===== src/rtl/mips_pkg.sv =====
// ============================================================================
// Module : mips_pkg
// Brief  : Shared types and constants for the 5-stage MIPS pipeline control.
// Rev    : 1.0
// ============================================================================
`default_nettype none

package mips_pkg;

    typedef enum logic [1:0] {
        ST_RUN    = 2'd0,
        ST_DRAIN  = 2'd1,
        ST_HALTED = 2'd2
    } state_e;

    localparam logic [5:0] OP_HALT  = 6'h3F;
    localparam logic [4:0] REG_ZERO = 5'd0;

endpackage : mips_pkg

`default_nettype wire


===== src/rtl/sat_counter.sv =====
// ============================================================================
// Module : sat_counter
// Brief  : Event counter that sticks at all-ones instead of wrapping.
// Rev    : 1.0
// ============================================================================
`default_nettype none

module sat_counter #(
    parameter int CNT_W = 16
) (
    input  logic             clock,
    input  logic             reset,
    input  logic             inc,
    output logic [CNT_W-1:0] count
);

    logic [CNT_W-1:0] count_q;

    always_ff @(posedge clock) begin
        if (reset) begin
            count_q <= '0;
        end else if (inc && (count_q != {CNT_W{1'b1}})) begin
            count_q <= count_q + 1'b1;
        end
    end

    assign count = count_q;

endmodule : sat_counter

`default_nettype wire


===== src/rtl/pipe_hazard_ctrl.sv =====
// ============================================================================
// Module : pipe_hazard_ctrl
// Brief  : Load-use stall, taken-branch flush and HALT drain scheduler.
// Rev    : 1.0
// ============================================================================
`default_nettype none

module pipe_hazard_ctrl
    import mips_pkg::*;
#(
    parameter int REG_W        = 5,
    parameter int DRAIN_CYCLES = 4,
    parameter int CNT_W        = 16
) (
    input  logic             clock,
    input  logic             reset,
    input  logic [REG_W-1:0] id_rs,
    input  logic [REG_W-1:0] id_rt,
    input  logic             id_uses_rt,
    input  logic             id_halt,
    input  logic             ex_mem_read,
    input  logic [REG_W-1:0] ex_rt,
    input  logic             mem_branch,
    input  logic             mem_zero,
    output logic             pc_write,
    output logic             pc_src,
    output logic             if_id_write,
    output logic             if_id_flush,
    output logic             id_ex_flush,
    output logic             ex_mem_flush,
    output logic             halted,
    output logic [CNT_W-1:0] stall_cnt,
    output logic [CNT_W-1:0] flush_cnt
);

    localparam int            DRAIN_W    = (DRAIN_CYCLES > 1) ? $clog2(DRAIN_CYCLES) : 1;
    localparam logic [DRAIN_W-1:0] DRAIN_LOAD = DRAIN_W'(DRAIN_CYCLES - 1);

    state_e             state_q, state_d;
    logic [DRAIN_W-1:0] drain_q, drain_d;
    logic               br_taken;
    logic               load_use;
    logic               stall_inc;
    logic               flush_inc;

    assign br_taken = mem_branch & mem_zero;
    // r0 is never a real load destination, so it can never create a hazard.
    assign load_use = ex_mem_read & (ex_rt != REG_W'(REG_ZERO)) &
                      ((ex_rt == id_rs) | (id_uses_rt & (ex_rt == id_rt)));

    always_comb begin
        state_d      = state_q;
        drain_d      = drain_q;
        pc_write     = 1'b1;
        pc_src       = 1'b0;
        if_id_write  = 1'b1;
        if_id_flush  = 1'b0;
        id_ex_flush  = 1'b0;
        ex_mem_flush = 1'b0;
        halted       = 1'b0;
        stall_inc    = 1'b0;
        flush_inc    = 1'b0;
        if (!reset) begin
            case (state_q)
                ST_RUN: begin
                    if (br_taken) begin
                        pc_src       = 1'b1;
                        if_id_flush  = 1'b1;
                        id_ex_flush  = 1'b1;
                        ex_mem_flush = 1'b1;
                        flush_inc    = 1'b1;
                    end else if (load_use) begin
                        pc_write    = 1'b0;
                        if_id_write = 1'b0;
                        id_ex_flush = 1'b1;
                        stall_inc   = 1'b1;
                    end else if (id_halt) begin
                        pc_write    = 1'b0;
                        if_id_write = 1'b0;
                        drain_d     = DRAIN_LOAD;
                        state_d     = ST_DRAIN;
                    end
                end
                ST_DRAIN: begin
                    // Anything still in flight is older than HALT; a branch here is ignored.
                    pc_write    = 1'b0;
                    if_id_write = 1'b0;
                    id_ex_flush = 1'b1;
                    if (drain_q == '0) begin
                        state_d = ST_HALTED;
                    end else begin
                        drain_d = drain_q - 1'b1;
                    end
                end
                ST_HALTED: begin
                    pc_write    = 1'b0;
                    if_id_write = 1'b0;
                    halted      = 1'b1;
                end
                default: begin
                    state_d = ST_RUN;
                end
            endcase
        end
    end

    always_ff @(posedge clock) begin
        if (reset) begin
            state_q <= ST_RUN;
            drain_q <= '0;
        end else begin
            state_q <= state_d;
            drain_q <= drain_d;
        end
    end

    sat_counter #(.CNT_W(CNT_W)) u_stall_cnt (
        .clock (clock),
        .reset (reset),
        .inc   (stall_inc),
        .count (stall_cnt)
    );

    sat_counter #(.CNT_W(CNT_W)) u_flush_cnt (
        .clock (clock),
        .reset (reset),
        .inc   (flush_inc),
        .count (flush_cnt)
    );

endmodule : pipe_hazard_ctrl

`default_nettype wire


===== config.mk =====
export PLATFORM = sky130hd
export DESIGN_NAME = pipe_hazard_ctrl
export DESIGN_NICKNAME = d
export VERILOG_FILES = /design/src/rtl/mips_pkg.sv /design/src/rtl/sat_counter.sv /design/src/rtl/pipe_hazard_ctrl.sv
export SDC_FILE = /design/constraint.sdc
export NUM_CORES = 1
export LEC_CHECK = 0
export CAP_MARGIN = 20
export CELL_PAD_IN_SITES_DETAIL_PLACEMENT = 0
export CELL_PAD_IN_SITES_GLOBAL_PLACEMENT = 1
export CORE_MARGIN = 1.5
export CORE_UTILIZATION = 30
export CTS_CLUSTER_SIZE = 16
export DETAILED_ROUTE_END_ITERATION = 6
export PLACE_DENSITY = 0.8
export SKIP_CTS_REPAIR_TIMING = 1
export SLEW_MARGIN = 20
export SYNTH_ARGS = -nofsm -noshare
export SYNTH_HDL_FRONTEND = slang
export SYNTH_SLANG_ARGS = --single-unit

===== constraint.sdc =====
create_clock -name clock -period 2.25 [get_ports clock]
set_input_delay 0.3375 -clock clock [delete_from_list [all_inputs] [get_ports clock]]
set_output_delay 0.3375 -clock clock [all_outputs]
set_load 0.03 [all_outputs]

==> results of run 1 <==
[per-stage QoR]
stage | total power [mW] | hold slack (ps)
after floorplan | 1.05 | 464
after global routing | 1.85 | 526
final | 1.74 | 501
after CTS | 1.74 | 505
after detailed placement | 1.27 | 488
after global placement | 1.26 | 478
[layout make-up]
cell class	count	share of cell area, %
Multi-Input combinational cell	185	41.0
Timing Repair Buffer	85	27.3
Sequential cell	36	24.3
Tap cell	77	3.25
Clock buffer	8	3.04
Inverter	9	1.14
[routing by layer]
metal  share of wire (%)  GRT usage, %
met2                  48          24.5
met5                   0             0
met1                  48          17.9
met3                 3.6          3.21
met4                0.30          4.17
[cell usage after synthesis (2+ instances only)]
master / instances
or4_1: 4
nor3_1: 4
o21ai_0: 9
and4_1: 4
nor2_1: 25
nor2b_1: 3
xor2_1: 15
ha_1: 6
mux2_2: 2
clkbuf_1: 8
a21oi_1: 12
dfxtp_1: 36
inv_1: 9
nand2_1: 23
and3_1: 7
nand3_1: 11
o31ai_1: 2
buf_4: 4
or3_1: 6
nand4_1: 8
nor4_1: 2
nand4b_1: 2
xnor2_1: 13
and2_1: 2
o21ba_2: 2
o211ai_1: 2
a31oi_1: 4
[final timing paths]
| kind | to | slack [ps] | depth (start not counted) |
|---|---|---|---|
| setup / recovery | pc_write | 60 | 7 |
| setup reg to reg | u_stall_cnt.count[14] | 230 | 8 |
| hold reg to reg | drain_q[0] | 500 | 1 |
| hold / removal | drain_q[0] | 500 | 1 |
[sequential cells by signal (all words and copies together), names as in the netlist]
register / cells
drain_q: 2
state_q: 2
u_flush_cnt.count: 16
u_stall_cnt.count: 16
[power groups by stage]
stage          Clock, mW  Sequential [mW]  Combinational [mW]
2_1_floorplan          0            0.709               0.344
3_3_place_gp           0            0.704               0.556
3_5_place_dp           0            0.706               0.561
4_1_cts            0.488            0.691               0.565
5_1_grt            0.523            0.694               0.631
6_report           0.472            0.691               0.574
[cells by family after synthesis]
logic type                 synth area share [%]
muxes                                      1.61
and+or+nand+nor                            27.5
buffers and inverters                      4.64
adders and majority gates                  3.71
xor gates and xnor gates                   12.1
DFF                                        35.6
AOI/OAI and AO/OA                          14.8
[worst max-delay path, cell delays in order]
cell and delay (ps):
clkdlybuf4s50_1 480, xnor2_1 110, nand3_1 130, o22ai_4 200
nand2_2 80, a311o_1 350, buf_6 150
==> run metrics, run 1 <==
worst vdd ir=0.301 mV; Logic pwr share=around a third; synthesized cell area=slightly above 2000 um2; Ports=61; total gr overflow=0; EDFF count, synth=0; initial antenna violation count=0; Internal=1.19 mW; Initial Util=31.5%; Avg Vias per Cell=4.99; PwrDens=586 nW/um2; final setup vio count=0; Hold Path Class=flop to flop; DRC=4; fraction of registers with async set/reset=0%; detailed placement HPWL=3770 um; Syn-to-layout area delta=46.5%; hold_sp=drain_q[0]; Final Cell Area=2960 um2; Seq/Total Area, Yosys=a little over a third; total CTS buffers=5; Sink Count=36; Final period util=97.2%; Core ar.=6420 um2; clock skew=5.79 ps; FILL cells=between 600 and 700; Synth area leaders=dfxtp_1 (36%), xor2_1 (6.5%), xnor2_1 (5.6%), nor2_1 (4.6%), nand2_1 (4.3%); post-synth cell types=44; most frequent cells in the layout=clkdlybuf4s50_1 (41), dfxtp_1 (36), buf_4 (30), nor2_1 (25), nand2_1 (22); commonest non-fill, non-tap cell in the layout=clkdlybuf4s50_1; Max Fclk=457 MHz; die height=85.1 um; Seq. cell area=721 um2; crit-path max FO=3; Rel. slew slack=74.6%; CTS root buffer=clkbuf_8; maxcap violations=0; Post-Place Worst Slack=-201 ps; min cycle time layout=around 2200 ps; largest net degree at the start of global routing=15; clock buffer depth=2; R2R Path Start=state_q[0]; area of the multi-input gates=around 1200 um2; Slew Viols, Final=0; outcome=finished with violations; aggregate negative setup slack=0 ps; cells after synthesis=242; IO Port Bufs=60; Layout Utilization=46.1%; final RePlAce weighted congestion=0.798; H-tree depth=2; dpl cell area=~2800 um2; layout cells sized above 1=15.5%; Flop pwr share=39.8%; largest area contributor in the netlist=dfxtp_1; Yosys top cell area share=35.6%; WP data required=1910 ps; Starting DRT DRC Count=35; vias after detailed routing=1994; Ys Warns=0; CP Class=input pin to output port; Syn Nets=270; Setup crit end kind=output port; vias in the first global route=roughly 1900; Sw Share=31.4%; Cell Rows=29; die width=between 80 and 90 um; clock-pin slew on the worst setup and hold paths=70 ps; worst slew pin tran=380 ps; crit path launch type=input pin; ys flop type=dfxtp_1; Final Non-Filler Cells=400; dpl cells=390; Psw=0.546 mW; Leakage=1.19 nW; final layout net count=350; TritonCTS clock tree=built; drt wl/cell=around 12 um; mean area per synthesized cell=about 8.4 um2; Detail Route Antenna Nets=0; final setup margin=63.9 ps; FF+latch count, synth=36; violated checks=DRC; DRT Wirelength=4970 um; die area=7240 um2; diodes inserted=0; Arr. time, crit path=roughly 1900 ps; final-report hold violation count=0; Detailed Routing Iterations Pass 1=6; global-route wire length before repair=8540 um; crit path from=id_rs[0]; Worst-Skew Late Latency=280 ps; clock share of power=about 27%; GRT Resource Usage Total=14.3%
Note: power is estimated with default switching activity, not from simulation.
==> run 2, diff against run 1 <==
--- a/config.mk
+++ b/config.mk
@@ -5,7 +5,6 @@
 export SDC_FILE = /design/constraint.sdc
 export NUM_CORES = 1
 export LEC_CHECK = 0
-export CAP_MARGIN = 20
 export CELL_PAD_IN_SITES_DETAIL_PLACEMENT = 0
 export CELL_PAD_IN_SITES_GLOBAL_PLACEMENT = 1
 export CORE_MARGIN = 1.5
==> results of run 2 <==
Same layout as run 1: the final DEF is identical, and so are final timing and power.
